## src/rtl/ped_signal_sequencer.sv

```systemverilog
// rtl/ped_signal_sequencer.sv - 1 Hz timing and position sequencer for the pedestrian LED driver
//
// Purpose:
//   Divides CLK down to a one-cycle 1 Hz tick and a 50% duty 1 Hz blink.
//   Walks crosswalk positions 0..3 in turn. Each position counts down its
//   walk time, then waits through an all-off gap. Night mode forces all
//   lights out. Hold freezes the countdown. Inputs are acted on only in
//   the tick cycle.
//
// Ports:
//   CLK              in   system clock
//   RST              in   synchronous reset, active-high
//   Night_mode       in   lights-out request (level, sampled on ticks)
//   Hold             in   countdown freeze (level, sampled on ticks)
//   Ped_signal_time  out  remaining walk seconds, 0 in gap / lights-out
//   Signal_pos       out  active crosswalk position
//   Light_out_time   out  1 = all pedestrian LEDs off
//   Blink_1Hz        out  1 Hz square wave, high for the first half second
//   Tick_1Hz         out  one-CLK pulse per second

module ped_signal_sequencer #(
    parameter int CLK_FREQ_HZ = 50_000_000,
    parameter int PED_TIME    = 20,
    parameter int GAP_TIME    = 2
) (
    input  logic       CLK,
    input  logic       RST,
    input  logic       Night_mode,
    input  logic       Hold,
    output logic [4:0] Ped_signal_time,
    output logic [1:0] Signal_pos,
    output logic       Light_out_time,
    output logic       Blink_1Hz,
    output logic       Tick_1Hz
);

    if (CLK_FREQ_HZ < 2) begin : g_bad_clk_freq
        $error("ped_signal_sequencer: CLK_FREQ_HZ must be >= 2");
    end
    if (PED_TIME < 1 || PED_TIME > 31) begin : g_bad_ped_time
        $error("ped_signal_sequencer: PED_TIME must be in 1..31");
    end
    if (GAP_TIME < 0 || GAP_TIME > 15) begin : g_bad_gap_time
        $error("ped_signal_sequencer: GAP_TIME must be in 0..15");
    end

    localparam int CNT_W = (CLK_FREQ_HZ > 2) ? $clog2(CLK_FREQ_HZ) : 1;
    localparam logic [CNT_W-1:0] CNT_MAX  = CNT_W'(CLK_FREQ_HZ - 1);
    localparam logic [CNT_W-1:0] CNT_HALF = CNT_W'(CLK_FREQ_HZ / 2);
    localparam logic [4:0]       PED_T    = 5'(PED_TIME);
    localparam logic [3:0]       GAP_T    = 4'(GAP_TIME);

    typedef enum logic [1:0] {
        ST_WALK = 2'd0,
        ST_GAP  = 2'd1,
        ST_OUT  = 2'd2
    } state_t;

    state_t           state;
    logic [CNT_W-1:0] presc_cnt;
    logic [CNT_W-1:0] presc_next;
    logic [3:0]       gap_cnt;

    always_comb begin
        presc_next = presc_cnt + 1'b1;
        if (presc_cnt == CNT_MAX) begin
            presc_next = '0;
        end
    end

    // Free-running prescaler. Blink is registered from the next count so it
    // stays aligned with presc_cnt (high while count < CLK_FREQ_HZ/2).
    always_ff @(posedge CLK) begin
        if (RST) begin
            presc_cnt <= '0;
            Tick_1Hz  <= 1'b0;
            Blink_1Hz <= 1'b1;
        end else begin
            presc_cnt <= presc_next;
            Tick_1Hz  <= (presc_cnt == CNT_MAX);
            Blink_1Hz <= (presc_next < CNT_HALF);
        end
    end

    // Sequencer: everything advances only in the tick cycle, so its effect
    // shows one cycle after Tick_1Hz.
    always_ff @(posedge CLK) begin
        if (RST) begin
            state           <= ST_WALK;
            Signal_pos      <= 2'd0;
            Ped_signal_time <= PED_T;
            Light_out_time  <= 1'b0;
            gap_cnt         <= 4'd0;
        end else if (Tick_1Hz) begin
            case (state)
                ST_WALK: begin
                    if (Night_mode) begin
                        state           <= ST_OUT;
                        Light_out_time  <= 1'b1;
                        Ped_signal_time <= 5'd0;
                    end else if (!Hold) begin
                        if (Ped_signal_time > 5'd1) begin
                            Ped_signal_time <= Ped_signal_time - 5'd1;
                        end else if (GAP_TIME > 0) begin
                            state           <= ST_GAP;
                            Ped_signal_time <= 5'd0;
                            gap_cnt         <= GAP_T;
                        end else begin
                            Signal_pos      <= Signal_pos + 2'd1;
                            Ped_signal_time <= PED_T;
                        end
                    end
                end
                ST_GAP: begin
                    if (Night_mode) begin
                        state           <= ST_OUT;
                        Light_out_time  <= 1'b1;
                        Ped_signal_time <= 5'd0;
                        gap_cnt         <= 4'd0;
                    end else if (!Hold) begin
                        if (gap_cnt <= 4'd1) begin
                            gap_cnt         <= 4'd0;
                            state           <= ST_WALK;
                            Signal_pos      <= Signal_pos + 2'd1;
                            Ped_signal_time <= PED_T;
                        end else begin
                            gap_cnt <= gap_cnt - 4'd1;
                        end
                    end
                end
                ST_OUT: begin
                    // Hold has no meaning with the lights out; only Night_mode
                    // release matters, and it restarts from position 0.
                    if (!Night_mode) begin
                        state           <= ST_WALK;
                        Signal_pos      <= 2'd0;
                        Ped_signal_time <= PED_T;
                        Light_out_time  <= 1'b0;
                    end
                end
                default: begin
                    state           <= ST_WALK;
                    Signal_pos      <= 2'd0;
                    Ped_signal_time <= PED_T;
                    Light_out_time  <= 1'b0;
                    gap_cnt         <= 4'd0;
                end
            endcase
        end
    end

endmodule

```

## config.mk

```make
export PLATFORM = sky130hd
export DESIGN_NAME = ped_signal_sequencer
export DESIGN_NICKNAME = d
export VERILOG_FILES = /design/src/rtl/ped_signal_sequencer.sv
export SDC_FILE = /design/constraint.sdc
export NUM_CORES = 1
export LEC_CHECK = 0
export CORE_MARGIN = 2
export CORE_UTILIZATION = 40
export DETAILED_ROUTE_END_ITERATION = 8
export GPL_ROUTABILITY_DRIVEN = 0
export GPL_TIMING_DRIVEN = 0
export PLACE_DENSITY = 0.7
export SKIP_LAST_GASP = 1
export SYNTH_ARGS = -nofsm -noshare
export SYNTH_HDL_FRONTEND = slang
export SYNTH_SLANG_ARGS = --single-unit
```

## constraint.sdc

```tcl
create_clock -name CLK -period 2.02 [get_ports CLK]
set_clock_uncertainty 0.2 [all_clocks]
set_input_delay 0.303 -clock CLK [delete_from_list [all_inputs] [get_ports CLK]]
set_output_delay 0.303 -clock CLK [all_outputs]
set_load 0.05 [all_outputs]
```

==> metrics, run 1 <==
status finished with violations; violated checks setup timing; sequential share of the synthesized area 36.8%; CTS H-tree depth 2; Detail Placement HPWL between 3000 and 4000 µm; TritonCTS clock tree yes; initial antenna violation count 0; CP max stage delay 0.63 ns; Hold Slack 0.252 ns; CP Launch Type register; Worst-Skew Late Latency about 0.31 ns; RSZ-0062 raised after global routing yes; commonest cells after routing, fill and taps aside 34 x nor2_1, 22 x dfxtp_1, 17 x buf_4, 17 x nand2_1, 13 x dfxtp_2; nets 323; Area Growth Syn to Fin 36.3%; max cap viols 0; Ant. Diodes 0; power density of the placed cells between 500 and 600 mW/mm²; Synth cell types 54; Synth top area share 36.8%; Rel. slew slack 60.2%; WL per Instance 14.1 µm; Leak 1.17 nW; CP Max Fanout 6; Hold Crit Class reg -> reg; total die area around 0.0063 mm²; die height 79.6 µm; Pwr Total 1.70 mW; clk root buf clkbuf_8; Initial Utilization 41.5%; main area contributors after synthesis dfxtp_1 37%, nor2_1 8.5%, xor2_1 4.6%, xnor2_1 4.2%, nand2_1 3.1%; Clk pin slew, worst setup/hold paths 0.09 ns; Yosys Warn Count 0; CP bufs+invs 0; CTS max path bufs 2; f_max around 0.46 GHz; core area 0.00551 mm²; die width 79.6 µm; Avg Inst Size Synth 8.34 µm²; Largest delay share family, worst path simple AND/OR/NAND/NOR gates; Synth Instances 274; grt ovf 0; slew of the pin with the lowest slew margin 0.597 ns; worst setup margin -0.141 ns; critical path, cell by cell and3_4, nand2_1, or4_4, o21ai_4, a2bb2oi_2, o21ai_1, a32oi_1; ys async rst share 0%; cell at the slowest stage of the critical path or4_4; Synth Register Bits 42; Final min period 2.16 ns; Finished Cell Area 0.00312 mm²; commonest non-fill, non-tap cell in the layout nor2_1; Slew Limit Fails 0; # DRC 0; number of global-route vias before repair 1,906; dpl cell area 0.00258 mm²; GRT Total Usage 18.3%; clk sink count 42; largest net degree at the start of global routing 15; post-synth net total 283; Setup violations, final 17; Hold Vio Cnt, Final 0; CP Data Required Time 2.05 ns; Synth area leader dfxtp_1; Total Wirelength 5470 µm; Peak VDD IR 379 µV; Tcrit/Tclk final 107%; CP Capture Type register; synthesized cell area 0.00229 mm²; I/O Buffers 13; DR vias/cell 5.29; utilization after layout 56.6%; DRT iter0 DRCs 75; first-pass GRT wire length 9030 µm; share of layout cells above drive strength 1 34.6%; io pins 14; ys flop type dfxtp_1; Worst Path Arrival 2.19 ns; Detailed Routing Iterations Pass 1 4; vias 2,047; antenna-violating nets left 0; CP Class reg -> reg; Post-synth EDFFs 0; row count 27; Num CTS Buffers 5
[where the power goes]
| part | internal [mW] | switching [mW] | leakage [nW] | total (mW) |
|---|---|---|---|---|
| Sequential | 0.826 | 0.00950 | 0.351 | 0.836 |
| Combinational | 0.0417 | 0.0512 | 0.754 | 0.0929 |
| Clock | 0.446 | 0.329 | 0.0665 | 0.775 |
| Total | 1.31 | 0.390 | 1.17 | 1.70 |
[final timing paths]
| kind | startpoint | endpoint | slack, ns | depth (start not counted) |
|---|---|---|---|---|
| setup / recovery | presc_cnt[20] | Blink_1Hz | -0.14 | 7 |
| hold / removal | presc_cnt[0] | presc_cnt[0] | 0.25 | 1 |
| setup reg to reg | presc_cnt[20] | Blink_1Hz | -0.14 | 7 |
| hold reg to reg | presc_cnt[0] | presc_cnt[0] | 0.25 | 1 |
[logic make-up after synthesis]
logic type               synth area share, %
flip-flops                              36.8
adder cells (fa/ha/maj)                 2.74
buffers and inverters                   4.65
AO/OA/AOI/OAI                           13.2
AND/OR/NAND/NOR                         32.5
XOR/XNOR                                8.81
multiplexers                            1.31
[flip-flops by register name, indices dropped and copies added, names as in the netlist]
| name | cells |
|---|---|
| state | 2 |
| presc_cnt | 26 |
| Blink_1Hz | 1 |
| Signal_pos | 2 |
| Light_out_time | 1 |
| Ped_signal_time | 5 |
| Tick_1Hz | 1 |
| gap_cnt | 4 |
[routing by layer]
metal	wire, µm	global-route usage (%)	up-vias
met5	0	0	-
met4	78	6.55	0
met3	184	3.39	8
met2	2740	31.5	30
met1	2470	22.6	968
li1	-	-	1041
[Yosys cell counts (3+ instances only)]
| master | instances |
|---|---|
| xor2_1 | 12 |
| nand2_1 | 19 |
| nor2b_1 | 3 |
| nand2b_1 | 3 |
| nand4_1 | 6 |
| o21a_1 | 3 |
| o21ai_0 | 10 |
| and3_1 | 6 |
| clkbuf_1 | 5 |
| inv_1 | 9 |
| o211ai_1 | 4 |
| ha_1 | 5 |
| buf_6 | 3 |
| nand3b_1 | 4 |
| xnor2_1 | 11 |
| dfxtp_1 | 42 |
| mux2i_1 | 3 |
| nor2_1 | 52 |
| a21oi_1 | 14 |
| nand3_1 | 10 |
| nor3_1 | 11 |
[metrics by stage]
stage	setup TNS (ns)	std cells	setup WS (ns)
floorplan	0	274	0.00358
global placement	-5.96	359	-0.297
detailed placement	-6.62	359	-0.301
CTS	-1.42	384	-0.143
global route	-3.56	387	-0.237
finish	-1.23	387	-0.141
[timing repair]
action / 4_1_cts / 5_1_grt
setup buffers: 17 / 5
cloned: 1 / 0
pin swaps: 20 / 15
endpoints found under the setup margin: 34 / 37
resized for setup: 44 / 39
hold buffers: 0 / 0
[area by class of cell]
| type | count | area, µm² |
|---|---|---|
| plain buffers | 9 | 67.6 |
| clock buffers | 6 | 93.8 |
| clock inverters | 2 | 38.8 |
| fillers | 493 | 2390 |
| inverters | 9 | 38.8 |
| multi-input cells | 212 | 1560 |
| flip-flops and latches | 42 | 883 |
| well taps | 72 | 90.1 |
| repair buffers | 35 | 344 |
No activity file was read; power rests on OpenSTA's default activity.
==> run 2: changes to the inputs <==
--- a/config.mk
+++ b/config.mk
@@ -7,11 +7,11 @@
 export LEC_CHECK = 0
 export CORE_MARGIN = 2
 export CORE_UTILIZATION = 40
+export CTS_CLUSTER_SIZE = 24
 export DETAILED_ROUTE_END_ITERATION = 8
 export GPL_ROUTABILITY_DRIVEN = 0
 export GPL_TIMING_DRIVEN = 0
 export PLACE_DENSITY = 0.7
-export SKIP_LAST_GASP = 1
 export SYNTH_ARGS = -nofsm -noshare
 export SYNTH_HDL_FRONTEND = slang
 export SYNTH_SLANG_ARGS = --single-unit
==> constraint.sdc (replaced) <==
create_clock -name CLK -period 1.9 [get_ports CLK]
set_clock_uncertainty 0.2 [all_clocks]
set_input_delay 0.285 -clock CLK [delete_from_list [all_inputs] [get_ports CLK]]
set_output_delay 0.285 -clock CLK [all_outputs]
set_load 0.05 [all_outputs]
==> metrics, run 2 (synthesized netlist as in run 1, its figures left out) <==
CP Max Fanout 6 (unchanged); CP Capture Type register (unchanged); Slew Limit Fails 0 (unchanged); worst r2r path cells 7 (unchanged); io pins 14 (unchanged); status finished with violations (unchanged); share of layout cells above drive strength 1 40.6% (was 34.6%); first-pass GRT wire length 9240 µm (was 9030 µm); Worst-Skew Late Latency 0.30 ns (was 0.31 ns); number of global-route vias before repair 1,970 (was 1,906); power density of the placed cells 496 mW/mm² (was 547 mW/mm²); TritonCTS clock tree yes (unchanged); core area 0.00551 mm² (unchanged); grt ovf 0 (unchanged); Detailed Routing Iterations Pass 1 4 (unchanged); Area Growth Syn to Fin 41.6% (was 36.3%); DRT iter0 DRCs 74 (was 75); Finished Cell Area 0.00324 mm² (was 0.00312 mm²); cell at the slowest stage of the critical path or4_4 (unchanged); worst setup margin -0.251 ns (was -0.141 ns); CTS H-tree depth 2 (unchanged); max cap viols 0 (unchanged); total die area 0.00634 mm² (unchanged); Hold Crit Class reg -> reg (unchanged); Tcrit/Tclk final 113% (was 107%); WL per Instance 15.1 µm (was 14.1 µm); antenna-violating nets left 0 (unchanged); setup_tns -4.65 ns (was -1.23 ns); CP bufs+invs 0 (unchanged); Peak VDD IR 325 µV (was 379 µV); Leak 1.19 nW (was 1.17 nW); Largest register FFs 26 (unchanged); Setup WS pre-CTS -0.414 ns (was -0.301 ns); critical path, cell by cell and3_1, nand2_2, or4_4, o21ai_4, a2bb2oi_2, o21ai_1, a32oi_1 (was and3_4, nand2_1, or4_4, o21ai_4, a2bb2oi_2, o21ai_1, a32oi_1); initial antenna violation count 0 (unchanged); CP Class reg -> reg (unchanged); DR vias/cell 5.41 (was 5.29); Hold Vio Cnt, Final 0 (unchanged); Worst Path Arrival 2.17 ns (was 2.19 ns); Clk pin slew, worst setup/hold paths 0.08 ns (was 0.09 ns); CTS max path bufs 2 (unchanged); clk sink count 42 (unchanged); row count 27 (unchanged); vias 2,137 (was 2,047); # hold bufs at CTS 0 (unchanged); Ant. Diodes 0 (unchanged); violated checks setup timing (unchanged); utilization after layout 58.8% (was 56.6%); Rel. slew slack 58.6% (was 60.2%); Setup violations, final 29 (was 17); hold path depth 1 (unchanged); largest net degree at the start of global routing 13 (was 15); Num CTS Buffers 5 (unchanged); cell depth of the worst setup path 7 (unchanged); # DRC 0 (unchanged); Largest delay share family, worst path simple AND/OR/NAND/NOR gates (unchanged); CP Launch Type register (unchanged); GRT Total Usage 18.9% (was 18.3%); die height 79.6 µm (unchanged); dpl cell area 0.00261 mm² (was 0.00258 mm²); I/O Buffers 13 (unchanged); RSZ-0062 raised after global routing yes (unchanged); CP max stage delay 0.63 ns (about the same); commonest cells after routing, fill and taps aside 37 x nor2_1, 21 x buf_4, 19 x dfxtp_1 (was 34 x nor2_1, 22 x dfxtp_1, 17 x buf_4, 17 x nand2_1, 13 x dfxtp_2); slew of the pin with the lowest slew margin 0.620 ns (was 0.597 ns); Worst R2R Setup Slack -0.25 ns (was -0.14 ns); Total Wirelength 5960 µm (was 5470 µm); commonest non-fill, non-tap cell in the layout nor2_1 (unchanged); clk root buf clkbuf_8 (unchanged); Initial Utilization 41.5% (unchanged); f_max 0.465 GHz (was 0.463 GHz); die width 79.6 µm (unchanged); CP Data Required Time 1.92 ns (was 2.05 ns); Detail Placement HPWL 3460 µm (was 3350 µm); Final min period 2.15 ns (was 2.16 ns); nets 331 (was 323); Largest regs presc_cnt (26), Ped_signal_time (5), gap_cnt (4) (unchanged); Top reg by flops presc_cnt (unchanged)
[run 2: changes by cell type in the layout (fill, tap and decap cells not counted), sizes merged]
cell           delta
dlymetal6s2s      -3
buf               +9
dlygate4sd2       +6
clkdlybuf4s50     -3
bufinv            -1
[run 2: per-layer routing]
metal	vias up	GRT usage, %	wire length [µm]
met5	-	0	0
met4	0	8.62	148
met3	14	2.60	193
met2	51	31.7	2970
met1	1010	23.9	2650
li1	1062	-	-
[run 2: final cells by class]
| class | count | area [µm²] |
|---|---|---|
| plain buffers | 7 | 65.1 |
| well taps | 72 | 90.1 |
| repair buffers | 45 | 424 |
| inverters | 9 | 41.3 |
| flip-flops and latches | 42 | 890 |
| multi-input cells | 212 | 1640 |
| clock buffers | 7 | 86.3 |
| fillers | 469 | 2270 |
| clock inverters | 1 | 5.00 |
[run 2: metrics by stage]
step / power, mW / hold slack [ns] / std cells
detailed placement: 0.984 / 0.279 / 359
global placement: 0.983 / 0.269 / 359
floorplan: 0.958 / 0.250 / 274
CTS: 1.61 / 0.250 / 388
global route: 1.66 / 0.263 / 395
finish: 1.60 / 0.248 / 395
[run 2: path summary, 6_finish.rpt]
path            startpoint      endpoint
max          presc_cnt[20]     Blink_1Hz
min reg2reg   presc_cnt[0]  presc_cnt[0]
min           presc_cnt[0]  presc_cnt[0]
max reg2reg  presc_cnt[20]     Blink_1Hz
[run 2: where the power goes]
part	leakage, nW	switching (mW)	internal, mW
sequential	0.352	0.0107	0.877
combinational	0.791	0.0607	0.0521
clock	0.0482	0.310	0.293
[run 2: timing repair]
item / 4_1_cts / 5_1_grt
buffers inserted: 22 / 9
gates resized for setup: 45 / 54
hold endpoints to repair: 0 / 0
cloned: 2 / 0
setup endpoints to repair: 47 / 42
pin swaps: 26 / 25
==> run 3: changes to the inputs <==
--- a/config.mk
+++ b/config.mk
@@ -5,12 +5,12 @@
 export SDC_FILE = /design/constraint.sdc
 export NUM_CORES = 1
 export LEC_CHECK = 0
+export CORE_ASPECT_RATIO = 0.5
 export CORE_MARGIN = 2
 export CORE_UTILIZATION = 40
 export CTS_CLUSTER_SIZE = 24
 export DETAILED_ROUTE_END_ITERATION = 8
 export GPL_ROUTABILITY_DRIVEN = 0
-export GPL_TIMING_DRIVEN = 0
 export PLACE_DENSITY = 0.7
 export SYNTH_ARGS = -nofsm -noshare
 export SYNTH_HDL_FRONTEND = slang
==> metrics, run 3 (synthesized netlist as in run 1, its figures left out) <==
clk root buf clkbuf_16 (was clkbuf_8); row count 19 (was 27); CP Launch Type register (unchanged); # hold bufs at CTS 0 (unchanged); max cap viols 0 (unchanged); Largest regs presc_cnt (26), Ped_signal_time (5), gap_cnt (4) (unchanged); Filler cells 405 (was 469); Hold Startpoint Light_out_time (was presc_cnt[0]); Num CTS Buffers 5 (unchanged); Initial Utilization 41.6% (was 41.5%); CTS max path bufs 2 (unchanged); I/O Buffers 13 (unchanged); Largest register FFs 26 (unchanged); top layer used by detailed routing met4 (unchanged); die height 57.5 µm (was 79.6 µm); Worst-Skew Late Latency 0.29 ns (was 0.30 ns); Area Growth Syn to Fin 54.7% (was 41.6%); Critical Path Start gap_cnt[0] (was presc_cnt[20]); Finished Cell Area 0.00354 mm² (was 0.00324 mm²); Rel. slew slack 68.3% (was 58.6%); core area 0.00549 mm² (was 0.00551 mm²); number of global-route vias before repair 2,267 (was 1,970); Ant. Diodes 0 (unchanged); cell at the slowest stage of the critical path or4b_4 (was or4_4); worst setup margin -0.192 ns (was -0.251 ns); DR vias/cell 5.42 (was 5.41); Setup violations, final 27 (was 29); commonest cells after routing, fill and taps aside 74 x buf_4, 44 x nor2_1, 22 x dfxtp_1 (was 37 x nor2_1, 21 x buf_4, 19 x dfxtp_1); RSZ-0062 raised after global routing yes (unchanged); CP Capture Type register (unchanged); first-pass GRT wire length 10,000 µm (was 9240 µm); TritonCTS clock tree yes (unchanged); critical path, cell by cell inv_4, ha_4, nor2_4, nor3_2, nor3b_2, o21a_1, o21ai_2, or4b_4, a21oi_2 (was and3_1, nand2_2, or4_4, o21ai_4, a2bb2oi_2, o21ai_1, a32oi_1); end of the critical path Signal_pos[1] (was Blink_1Hz); antenna-violating nets left 0 (unchanged); met1 WL 2960 µm (was 2650 µm); Clk pin slew, worst setup/hold paths 0.07 ns (was 0.08 ns); CP Max Fanout 3 (was 6); Slew Limit Fails 0 (unchanged); clk sink count 42 (unchanged); CP Class reg -> reg (unchanged); Detailed Routing Iterations Pass 1 4 (unchanged); setup_tns -0.915 ns (was -4.65 ns); Peak VDD IR 467 µV (was 325 µV); Final min period 2.09 ns (was 2.15 ns); f_max 0.478 GHz (was 0.465 GHz); Tcrit/Tclk final 110% (was 113%); CTS H-tree depth 2 (unchanged); grt ovf 0 (unchanged); vias 2,336 (was 2,137); reg2reg start gap_cnt[0] (was presc_cnt[20]); # DRC 0 (unchanged); Leak 1.39 nW (was 1.19 nW); CP Data Required Time 1.92 ns (about the same); commonest non-fill, non-tap cell in the layout buf_4 (was nor2_1); worst r2r path cells 9 (was 7); Worst Path Arrival 2.12 ns (was 2.17 ns); status finished with violations (unchanged); die width 111 µm (was 79.6 µm); Hold Crit Class reg -> reg (unchanged); reg2reg end Signal_pos[1] (was Blink_1Hz); placed cell count 412 (was 359); Worst R2R Setup Slack -0.19 ns (was -0.25 ns); initial antenna violation count 0 (unchanged); Pwr Total 1.85 mW (was 1.60 mW); GRT Total Usage 19.4% (was 18.9%); violated checks setup timing (unchanged); Detail Placement HPWL 4210 µm (was 3460 µm); total die area 0.00637 mm² (was 0.00634 mm²); wire length on met2 3220 µm (was 2970 µm); CP max stage delay 0.49 ns (was 0.63 ns); io pins 14 (unchanged); share of layout cells above drive strength 1 48.9% (was 40.6%); WL per Instance 15.3 µm (was 15.1 µm); slew of the pin with the lowest slew margin 0.472 ns (was 0.620 ns); dpl cell area 0.00301 mm² (was 0.00261 mm²); Hold Slack 0.326 ns (was 0.248 ns); power density of the placed cells 522 mW/mm² (was 496 mW/mm²); nets 366 (was 331); Hold Vio Cnt, Final 0 (unchanged); DRT iter0 DRCs 177 (was 74); routed wl met3 265 µm (was 193 µm); largest net degree at the start of global routing 20 (was 13); Top reg by flops presc_cnt (unchanged); Total Wirelength 6580 µm (was 5960 µm); Cell Count, Final, Fillers Out 431 (was 395)
[run 3: final cells by class]
| cell class | count | area (µm²) | share of cell area, % |
|---|---|---|---|
| Multi-Input combinational cell | 212 | 1650 | 46.5 |
| Clock buffer | 5 | 125 | 3.54 |
| Sequential cell | 42 | 881 | 24.9 |
| Inverter | 9 | 41.3 | 1.17 |
| Timing Repair Buffer | 87 | 732 | 20.7 |
| Tap cell | 73 | 91.3 | 2.58 |
| Clock inverter | 3 | 21.3 | 0.601 |
[run 3: worst min-delay path by stage]
stage,endpoint,depth (start not counted)
4_1_cts,Light_out_time,2
3_3_place_gp,gap_cnt[3],2
6_report,Light_out_time,2
3_5_place_dp,Light_out_time,2
5_1_grt,Light_out_time,2
2_1_floorplan,Ped_signal_time[2],2
[run 3: what timing repair did]
action	in CTS	in global routing
setup endpoints to repair	34	34
buffers inserted	3	7
cloned	0	1
gates resized for setup	26	48
pin swaps	9	12
[run 3: per-layer routing]
layer	up-vias	track usage (%)
met1	1132	24.2
met3	13	4.99
met4	0	6.25
met5	-	0
met2	60	33.6
li1	1131	-
[run 3: worst max-delay path: cells and delay by family (launching register included)]
family / cells / cell delay (ns)
flops: 1 / 0.37
compound gates: 3 / 0.39
simple gates: 4 / 0.87
fa+ha+maj: 1 / 0.14
buf+inv: 1 / 0.06
[run 3: where the power goes]
| part | total, mW | leakage [nW] | internal (mW) | switching [mW] |
|---|---|---|---|---|
| Combinational | 0.104 | 0.975 | 0.0476 | 0.0562 |
| Clock | 0.852 | 0.0698 | 0.487 | 0.365 |
| Sequential | 0.891 | 0.349 | 0.881 | 0.0107 |
[run 3: per-stage QoR]
step           worst slack (ns)  utilization, %
6_report                 -0.192            64.4
5_1_grt                  -0.295            64.4
4_1_cts                  -0.136            59.2
3_5_place_dp             -0.265            54.7
3_3_place_gp             -0.193            54.7
2_1_floorplan            -0.110               -
